--- src/rtl/calc_pkg.sv ---
// Shared types for the calculator scheduler: FSM state encoding and the
// function codes understood by the downstream calculator.
package calc_pkg;

  typedef enum logic [1:0] {
    IDLE,
    ISSUE,
    WAIT,
    RESP
  } state_t;

  localparam logic [1:0] ADD = 2'd0;
  localparam logic [1:0] SUB = 2'd1;
  localparam logic [1:0] MUL = 2'd2;
  localparam logic [1:0] DIV = 2'd3;

  function automatic logic [1:0] onehot2(input logic idx);
    return idx ? 2'b10 : 2'b01;
  endfunction

endpackage

--- src/rtl/rr_arbiter2.sv ---
// Two-way round-robin arbiter: a lone request wins outright, a tie goes to
// the requester that was not served last.
module rr_arbiter2 (
  input  logic [1:0] req,
  input  logic       last_served,
  output logic [1:0] grant
);

  always_comb begin
    grant = 2'b00;
    unique case (req)
      2'b01:   grant = 2'b01;
      2'b10:   grant = 2'b10;
      2'b11:   grant = last_served ? 2'b01 : 2'b10;
      default: grant = 2'b00;
    endcase
  end

endmodule

--- src/rtl/calc_scheduler.sv ---
// Shares one multi-cycle calculator between two requesters: arbitrates,
// issues the operation, waits for completion or timeout, and returns a response.
module calc_scheduler
  import calc_pkg::*;
#(
  parameter int width          = 8,
  parameter int timeout_cycles = 64
) (
  input  logic                 clock_i,
  input  logic                 reset_i,
  input  logic [1:0]           req_i,
  input  logic [width-1:0]     a0_i,
  input  logic [width-1:0]     b0_i,
  input  logic [width-1:0]     a1_i,
  input  logic [width-1:0]     b1_i,
  input  logic [1:0]           fct0_i,
  input  logic [1:0]           fct1_i,
  output logic [1:0]           gnt_o,
  output logic                 calc_start_o,
  output logic [width-1:0]     calc_a_o,
  output logic [width-1:0]     calc_b_o,
  output logic [1:0]           calc_fct_o,
  input  logic [2*width-1:0]   calc_res_i,
  input  logic [2*width-1:0]   calc_rem_i,
  input  logic                 calc_done_i,
  output logic [2*width-1:0]   res_o,
  output logic [2*width-1:0]   rem_o,
  output logic [1:0]           valid_o,
  output logic                 err_o,
  output logic                 busy_o
);

  // The counter holds WAIT cycles already spent; the last legal one triggers the abort.
  localparam logic [7:0] TIMEOUT_LAST = 8'(timeout_cycles - 1);

  state_t     state;
  state_t     state_next;
  logic [1:0] arb_grant;
  logic       winner;
  logic       last_served;
  logic [7:0] wait_count;

  logic load_op;
  logic count_clear;
  logic count_inc;
  logic take_done;
  logic take_timeout;
  logic update_last;

  rr_arbiter2 u_arb (
    .req         (req_i),
    .last_served (last_served),
    .grant       (arb_grant)
  );

  always_ff @(posedge clock_i) begin
    if (reset_i) begin
      state <= IDLE;
    end else begin
      state <= state_next;
    end
  end

  always_comb begin
    state_next   = state;
    gnt_o        = 2'b00;
    calc_start_o = 1'b0;
    valid_o      = 2'b00;
    busy_o       = 1'b1;
    load_op      = 1'b0;
    count_clear  = 1'b0;
    count_inc    = 1'b0;
    take_done    = 1'b0;
    take_timeout = 1'b0;
    update_last  = 1'b0;
    unique case (state)
      IDLE: begin
        busy_o = 1'b0;
        if (req_i != 2'b00) begin
          gnt_o      = arb_grant;
          load_op    = 1'b1;
          state_next = ISSUE;
        end
      end
      ISSUE: begin
        calc_start_o = 1'b1;
        count_clear  = 1'b1;
        state_next   = WAIT;
      end
      WAIT: begin
        if (calc_done_i) begin
          take_done  = 1'b1;
          state_next = RESP;
        end else if (wait_count == TIMEOUT_LAST) begin
          take_timeout = 1'b1;
          state_next   = RESP;
        end else begin
          count_inc = 1'b1;
        end
      end
      RESP: begin
        valid_o     = onehot2(winner);
        update_last = 1'b1;
        state_next  = IDLE;
      end
      default: state_next = IDLE;
    endcase
    // Pulses are suppressed while reset is asserted so an aborted cycle never looks like a handshake.
    if (reset_i) begin
      gnt_o        = 2'b00;
      calc_start_o = 1'b0;
      valid_o      = 2'b00;
    end
  end

  always_ff @(posedge clock_i) begin
    if (reset_i) begin
      calc_a_o    <= '0;
      calc_b_o    <= '0;
      calc_fct_o  <= 2'b00;
      winner      <= 1'b0;
      last_served <= 1'b1;
      wait_count  <= 8'd0;
      res_o       <= '0;
      rem_o       <= '0;
      err_o       <= 1'b0;
    end else begin
      if (load_op) begin
        winner     <= arb_grant[1];
        calc_a_o   <= arb_grant[1] ? a1_i   : a0_i;
        calc_b_o   <= arb_grant[1] ? b1_i   : b0_i;
        calc_fct_o <= arb_grant[1] ? fct1_i : fct0_i;
      end
      if (count_clear) begin
        wait_count <= 8'd0;
      end else if (count_inc) begin
        wait_count <= wait_count + 8'd1;
      end
      if (take_done) begin
        res_o <= calc_res_i;
        rem_o <= calc_rem_i;
        err_o <= 1'b0;
      end else if (take_timeout) begin
        res_o <= '0;
        rem_o <= '0;
        err_o <= 1'b1;
      end
      if (update_last) begin
        last_served <= winner;
      end
    end
  end

endmodule

--- config.mk ---
export PLATFORM = sky130hd
export DESIGN_NAME = calc_scheduler
export DESIGN_NICKNAME = d
export VERILOG_FILES = /design/src/rtl/calc_pkg.sv /design/src/rtl/rr_arbiter2.sv /design/src/rtl/calc_scheduler.sv
export SDC_FILE = /design/constraint.sdc
export NUM_CORES = 1
export LEC_CHECK = 0
export ABC_AREA = 1
export ABC_CLOCK_PERIOD_IN_PS = 1950
export BUFFER_PORTS_ARGS = -buffer_cell sky130_fd_sc_hd__buf_2
export CORE_MARGIN = 5
export CORE_UTILIZATION = 47
export DETAILED_ROUTE_END_ITERATION = 10
export GPL_ROUTABILITY_DRIVEN = 0
export MAX_ROUTING_LAYER = met4
export PLACE_DENSITY = 0.87
export SYNTH_ARGS = -nofsm -noshare
export SYNTH_HDL_FRONTEND = slang
export SYNTH_HIERARCHICAL = 1
export SYNTH_SLANG_ARGS = --single-unit
--- constraint.sdc ---
create_clock -name clock_i -period 1.95 [get_ports clock_i]
set_input_delay 0 -clock clock_i [delete_from_list [all_inputs] [get_ports clock_i]]
set_output_delay 0 -clock clock_i [all_outputs]
set_load 0.02 [all_outputs]
## Yosys cells after proc, flatten, opt, wreduce, memory -nomap -nowiden

Index checks and enable logic that the tools add are counted.

| storage, ports and cells | value |
|---|---|
| flip-flop bits (word level) | 63 |
| output and inout bits | 57 |
| input bits | 73 |

| cells by class | value |
|---|---|
| equal/unequal tests | 9 |
| $add $sub $neg | 1 |
| reductions and logical operators | 6 |
| mux-type cells | 32 |

Operators with widths:

| kind | number |
|---|---|
| $mux W16 | 3 |
| $mux W2 | 11 |
| $mux W8 | 2 |
| $mux W1 | 14 |
| $add A8 B1 Y8 const B | 1 |
| $eq A2 B2 Y1 const B | 4 |
| $eq A8 B6 Y1 const B | 1 |
| $pmux W2 S4 | 1 |
| $pmux W2 S3 | 1 |
| $eq A2 B1 Y1 const B | 2 |
| $reduce_bool A2 Y1 | 2 |
| $reduce_or A2 Y1 | 2 |
| $ne A3 B3 Y1 const B | 1 |
| $logic_not A2 Y1 | 1 |
| $ne A2 B2 Y1 const B | 1 |
| $reduce_and A2 Y1 | 1 |

## Longest topological paths before layout

Gate-level depths: netlist of run 1.

| depth | value |
|---|---|
| depth after elaboration | 6 |
| gate-level depth with buffers | 8 |
| mapped depth without buffers | 8 |

## By module

Netlist of run 1, hierarchy kept.

Modules (own cells, without submodules):

| module | sequential area each (um^2) | instances | area an instance (um^2) | cells each |
|---|---|---|---|---|
| calc_scheduler | 1261.2 | 1 | 2960.3 | 380 |
| rr_arbiter2 | 0.0 | 1 | 21.3 | 5 |

## Worst setup path before layout of run 1

No wires, ideal clock.

| timing | value |
|---|---|
| kind | reg2reg |
| start | register state[0] |
| end | register rem_o[15] |
| setup time | 132 ps |
| cell stages (with the launch flop) | 9 |
| arrival time | 1248 ps |
| slack | 570 ps |
| period minus slack after synthesis | 1380 ps |
| data required time | 1818 ps |
| cells stage by stage | dfxtp_1 -> inv_1 -> ha_1 -> inv_2 -> nor2_8 -> nand4_4 -> buf_6 -> nand3_2 -> a21oi_1 |

| on the way | value |
|---|---|
| longest elaborated chain between the ends | 3 |

RTL lines:

| element | RTL line | source |
|---|---|---|
| start: declaration | calc_scheduler.sv:36 | `state_t state;` |
| start signal: assignment | calc_scheduler.sv:60 | `state <= state_next;` |
| $eq A2 B2 Y1 * | calc_scheduler.sv:76 | `unique case (state)` |
| $mux W1 | calc_scheduler.sv:76 |  |
| $mux W16 / $reduce_bool A2 Y1 (equally long branches) | - |  |
| end signal: assignment | calc_scheduler.sv:141 | `rem_o <= calc_rem_i;` |
| end: declaration | calc_scheduler.sv:27 | `output logic [2*width-1:0] rem_o,` |

Mark *: on every way between the ends. The rest lies on a longest branch, timed or not.
A chain may end at the register's enable or synchronous reset.

## Worst setup path after layout of run 1

| timing | value |
|---|---|
| start | register state[0] |
| end | output gnt_o[1] |

| on the way | value |
|---|---|
| longest elaborated chain between the ends | 3 |

RTL lines:

| element | RTL line | source |
|---|---|---|
| $logic_not A2 Y1 | calc_scheduler.sv:76 |  |
| $mux W2 | calc_scheduler.sv:76 |  |
| $mux W2 | calc_scheduler.sv:109 | `if (reset_i) begin` |
| end: declaration | calc_scheduler.sv:18 | `output logic [1:0] gnt_o,` |

No other way between the ends.

==> results of run 1 <==
[layout by cell type (no fill, tap or decap), types with 2 or more instances in the layout]
| master | count |
|---|---|
| inv_1 | 39 |
| dfxtp_1 | 63 |
| a21oi_1 | 76 |
| o21ai_1 | 2 |
| nand3_2 | 30 |
| nor2_1 | 33 |
| inv_2 | 3 |
| clkbuf_8 | 12 |
| nand4_1 | 2 |
| nand3_1 | 12 |
| bufinv_16 | 2 |
| o21ai_0 | 19 |
| xor2_1 | 2 |
| ha_1 | 6 |
| buf_4 | 7 |
| nand2_2 | 2 |
| dlygate4sd3_1 | 50 |
| nand2_1 | 64 |
| buf_2 | 129 |
[registers in the layout, indices dropped and copies added (netlist names)]
| name | flops |
|---|---|
| calc_a_o | 8 |
| calc_b_o | 8 |
| calc_fct_o | 2 |
| err_o | 1 |
| last_served | 1 |
| rem_o | 16 |
| res_o | 16 |
| state | 2 |
| wait_count | 8 |
| winner | 1 |
[worst max-delay path, cell delays in order, from the launching register on]
cell and delay [ns]:
dfxtp_1 0.34, inv_1 0.13, ha_1 0.21, nand2_1 0.13, inv_4 0.27, nand2_1 0.12, nor2_1 0.11, buf_2 0.17
[cell type report]
class | instances | share of cell area, %
Clock inverter | 3 | 1.48
Timing Repair Buffer | 186 | 27.3
Sequential cell | 63 | 28.8
Multi-Input combinational cell | 257 | 32.7
Clock buffer | 12 | 3.77
Tap cell | 77 | 2.20
Inverter | 43 | 3.74
[through the flow]
stage	utilization [%]	setup slack (ns)
2_1_floorplan	-	0.570
3_3_place_gp	58.2	0.432
3_5_place_dp	58.2	0.303
4_1_cts	69.8	0.0371
5_1_grt	69.9	0.0162
6_report	69.9	0.161
[kinds of logic (layout without fill, tap and decap cells)]
family | Yosys count | in the layout | share of synthesized area [%]
flip-flops | 63 | 63 | 42.3
AND/OR/NAND/NOR | 149 | 149 | 27.7
adder cells (fa/ha/maj) | 6 | 6 | 2.52
XOR/XNOR | 2 | 2 | 0.588
buffers and inverters | 65 | 244 | 9.69
AO/OA/AOI/OAI | 100 | 100 | 17.2
[repair_timing]
item / in CTS / in global routing
endpoints found under the setup margin: 0 / 1
hold buffers: 50 / 0
hold endpoints to repair: 50 / 0
resized for setup: 0 / 2
[worst max-delay path by stage]
stage,from,endpoint,cells past startpoint
6_report,state[0],gnt_o[1],7
5_1_grt,state[0],gnt_o[1],7
4_1_cts,state[0],gnt_o[1],7
3_5_place_dp,state[0],rem_o[6],8
3_3_place_gp,state[0],rem_o[7],8
2_1_floorplan,state[0],rem_o[15],8
[power by group]
group	total (mW)	leakage, nW	internal, mW	switching [mW]
Sequential	1.67	0.514	1.53	0.147
Clock	1.30	0.118	0.816	0.482
Combinational	1.56	1.42	0.546	1.02
[layer usage]
layer	share of wire, %	track usage, %	vias to the layer above
met5	0	-	-
met4	1.7	10.1	0
met3	10	7.39	19
met2	47	39.0	164
met1	41	24.8	1478
li1	-	-	1601
==> summary.txt, run 1 <==
Worst min-delay path startpoint: b0_i[0]
R2R Setup Slk: 0.27 ns
Reg-to-reg endpoint: rem_o[6]
HPWL Detailed: 5.70 mm
Synth Net Count: 464
Unrepaired setup endpoints after global routing: no
Multi-input logic area: 1440 µm²
P per Cell Area: 1030 nW/µm²
Vias/cell: 5.09
Global-route wire length before repair: 14.1 mm
Hold crit path type: in -> reg
1st-pass router iterations: 5
Die W: 89.7 µm
Post-route non-filler standard cell count: 641
Slew of the pin with the lowest slew margin: 0.625 ns
Fillcell total: 467
Worst Clk Skew: 0.00939 ns
Pins over their slew limit: 0
Cell Area, Placed: 3650 µm²
Min cycle time layout: 1.79 ns
CTS Buf Count: 9
Max Fclk: 0.559 GHz
EDFF count, synth: 0
Initial antenna violation count: 0
Status: finished clean
Share of cells above drive strength 1: 34.4%
Iter 0 DRT Violations: 207
Post-CTS setup buffer count: 0
Area fraction of the dominant cell type after synthesis: 42.3%
Number of I/O port buffers: 129
R2R Path Start: state[0]
Area Growth Syn to Fin: 47.1%
Worst slew margin: 58.3%
Placed Cells: 576
Final Net Count: 639
Die ar.: 8040 µm²
FF/Latch Area: 1260 µm²
Grt total ovfl: 0
Yosys Warn Count: 6
Async S/R FF share, synth: 0%
TritonCTS clock tree: done
# diodes: 0
Most instantiated cells after synthesis: a21oi_1 (77), nand2_1 (64), dfxtp_1 (63), inv_1 (39), nor2_1 (33)
Cell variety after synth: 27
Final setup viols: 0
Hold path cells: 5
Post-synthesis register bit count: 63
Final cycle utilization of the critical path: 91.7%
Seq/Total Area, Yosys: 42.3%
WL per Instance: 14.2 µm
H-tree Lvls: 3
Clk slew on worst S/H paths: 0.07 ns
Worst setup SP type: flip-flop
TNS Setup: 0 ns
Largest area contributor in the netlist: dfxtp_1
Max cap viols: 0
CTS Root Cell: clkbuf_8
Cell row count: 29
Fin Hold WS: 0.0500 ns
Clock Path Buffers: 2
Mapped Area: 2980 µm²
Power, Total: 4.54 mW
Final non-filler cell area: 4390 µm²
Worst Reg2Reg Path Length in Cells: 8
Clk_lat worst skew: 0.32 ns
Synth Flop Type: dfxtp_1
Final Hold Fails: 0
Crit-path max FO: 37
Worst vdd ir: 0.595 mV
Core footprint: 6280 µm²
Total track usage: 23.1%
Most frequent cell after synthesis: a21oi_1
Die Y: 89.7 µm
Post-Route WL: 9.10 mm
Post-Synthesis Cells: 385
Largest net degree at the start of global routing: 39
Leakage: 2.05 nW
Initial Util: 47.5%
Final ANT Viol Nets: 0
Hold EP: calc_b_o[0]
Worst Path Arrival: 1.79 ns
Vias: 3262
Area contributors post-synth: dfxtp_1 (42%), a21oi_1 (13%), nand3_2 (10%), nand2_1 (8.1%), inv_1 (4.9%)
IO Count: 130
Vias in the first global route: 3232
Drt drc: 0
Crit Path Category: reg -> out
Critical path required time: 1.95 ns
Average cell area after synthesis: 7.74 µm²
# clock sinks: 63
CP endpoint kind: primary output
Note: power is estimated with default switching activity, not from simulation.
==> run 2: changes to the inputs <==
- BUFFER_PORTS_ARGS: -buffer_cell sky130_fd_sc_hd__buf_2 -> -buffer_cell sky130_fd_sc_hd__clkbuf_2
- PLACE_DENSITY: 0.87 -> default
- PLACE_DENSITY_LB_ADDON: default -> 0.3
==> run 2 against run 1 <==
Effect of this change: worst setup slack gained 0.048 ns; sequential share of layout area up 0.48 points; routed wire length down 4.8%; critical path type unchanged; highest routed layer unchanged.
==> summary.txt, run 2 (synthesized netlist as in run 1, its figures left out) <==
Final Net Count: 638 (-0.16%)
# diodes: 0 (unchanged)
R2R Setup Slk: 0.29 ns (+0.02 ns)
Critical path's largest stage delay: 0.34 ns (about the same)
Hold crit path type: in -> reg
Clk slew on worst S/H paths: 0.07 ns (about the same)
Critical path required time: 1.95 ns (about the same)
Unrepaired setup endpoints after global routing: no
TNS Setup: 0 ns (unchanged)
P per Cell Area: 972 nW/µm² (-6.1%)
Worst slew margin: 58.6% (+0.32 points)
Initial Util: 47.5% (unchanged)
Largest regs: rem_o x16, res_o x16
TritonCTS clock tree: done
IO Count: 130 (unchanged)
Final design utilization: 68.7% (-1.1 points)
Area Growth Syn to Fin: 44.7%
Pre-CTS setup slack: 0.333 ns (+0.0295 ns)
Worst setup SP type: flip-flop
Worst Path Arrival: 1.74 ns (-0.05 ns)
Initial antenna violation count: 0 (unchanged)
Post-CTS setup buffer count: 0 (unchanged)
Vias: 3204 (-1.8%)
WL per Instance: 13.5 µm (-4.7%)
Most frequent cells in the layout: clkbuf_2 (129), a21oi_1 (76), nand2_1 (64)
CP endpoint kind: primary output
Vias/cell: 5.01 (-1.6%)
Grt total ovfl: 0 (unchanged)
HPWL Detailed: 5.54 mm (-2.9%)
Worst vdd ir: 0.684 mV (+15%)
CTS Root Cell: clkbuf_8
Clock Path Buffers: 2 (unchanged)
Die Y: 89.7 µm (unchanged)
Drt drc: 0 (unchanged)
Min cycle time layout: 1.74 ns (-0.0480 ns)
CTS Buf Count: 9 (unchanged)
Cell Area, Placed: 3640 µm² (-0.21%)
Cell row count: 29 (unchanged)
CP most frequent cell: nand2_1
Power, Total: 4.19 mW (-7.6%)
Slew of the pin with the lowest slew margin: 0.620 ns (-0.00480 ns)
Number of I/O port buffers: 129 (unchanged)
Worst Clk Skew: 0.00877 ns (-0.000620 ns)
Post-route non-filler standard cell count: 640 (-0.16%)
Setup crit start: state[1]
Post-Route WL: 8.66 mm (-4.8%)
Worst Reg2Reg Path Length in Cells: 8 (unchanged)
Final worst slack: 0.209 ns (+0.0480 ns)
Pins over their slew limit: 0 (unchanged)
Placed Cells: 575 (-0.17%)
H-tree Lvls: 3 (unchanged)
R2R Path Start: state[0]
Core footprint: 6280 µm² (unchanged)
1st-pass router iterations: 4 (-1)
Die ar.: 8040 µm² (unchanged)
Vias in the first global route: 3078 (-4.8%)
Final cycle utilization of the critical path: 89.3% (-2.5 points)
# clock sinks: 63 (unchanged)
Max Fclk: 0.574 GHz (+2.8%)
Crit-path max FO: 37 (unchanged)
Iter 0 DRT Violations: 189 (-8.7%)
Commonest non-fill, non-tap cell in the layout: clkbuf_2
Share of cells above drive strength 1: 34.1% (-0.29 points)
Max cap viols: 0 (unchanged)
Reg-to-reg endpoint: res_o[3]
Largest net degree at the start of global routing: 39 (unchanged)
Fin Hold WS: 0.0409 ns (-0.00909 ns)
Total track usage: 22.0% (-1.1 points)
Clk_lat worst skew: 0.33 ns (about the same)
Final ANT Viol Nets: 0 (unchanged)
Leakage: 1.99 nW (-3.1%)
Critical Path Slowest Stage Cell: dfxtp_1
Crit path cell chain: inv_1 > ha_1 > nand2_1 > inv_6 > nand2_1 > nor2_1 > clkbuf_2
Status: finished clean
Global-route wire length before repair: 13.4 mm (-5.1%)
Crit Path Category: reg -> out
Final setup viols: 0 (unchanged)
Final Hold Fails: 0 (unchanged)
Final non-filler cell area: 4310 µm² (-1.6%)
Capture point of the critical path: gnt_o[1]
Die W: 89.7 µm (unchanged)
==> run 2: changes by cell type in the layout (fill, tap and decap cells not counted), sizes merged <==
cell | previous run | this run
bufinv | 2 | 0
buf | 136 | 6
clkinv | 1 | 3
clkbuf | 12 | 140
clkinvlp | 0 | 1
==> run 2: how the worst min path moves through the flow <==
stage | to | slack, ns | from | cells past startpoint
2_1_floorplan | rem_o[6] | 0.15 | calc_rem_i[6] | 2
3_3_place_gp | rem_o[4] | 0.24 | calc_rem_i[4] | 3
3_5_place_dp | rem_o[0] | 0.24 | calc_rem_i[0] | 3
4_1_cts | calc_b_o[3] | 0.03 | b0_i[3] | 5
5_1_grt | calc_a_o[4] | 0.06 | a0_i[4] | 5
6_report | calc_b_o[1] | 0.04 | b0_i[1] | 5
==> run 2: report_power, final <==
part           total (mW)  switching, mW  leakage [nW]  internal, mW
logic                1.56           1.02          1.39         0.540
registers            1.67          0.146         0.514          1.53
clock network       0.956          0.474        0.0850         0.482
total                4.19           1.64          1.99          2.55
==> run 2: timing repair <==
| action | 4_1_cts | 5_1_grt |
|---|---|---|
| gates resized for setup | 0 | 3 |
| hold buffers | 50 | 0 |
| hold endpoints to repair | 50 | 0 |
| endpoints found under the setup margin | 0 | 1 |
==> run 2: cell type report <==
class                           instances  area, µm²
Clock inverter                          4       22.5
Multi-Input combinational cell        257       1440
Timing Repair Buffer                  185       1190
Tap cell                               77       96.3
Fill cell                             524       1960
Sequential cell                        63       1260
Clock buffer                           11        141
Inverter                               43        166
==> run 2: critical path: cells and delay by family (launching register included) <==
family                     cells  cell delay (ns)
buffers and inverters          3             0.52
adders and majority gates      1             0.21
DFF                            1             0.34
and+or+nand+nor                3             0.34
==> run 2: routing by layer <==
layer | GRT usage [%] | routed length [µm] | up-vias
met5 | - | 0 | -
met4 | 7.17 | 184 | 0
met3 | 6.93 | 764 | 18
met2 | 36.6 | 4140 | 136
met1 | 25.3 | 3570 | 1443
li1 | - | - | 1607
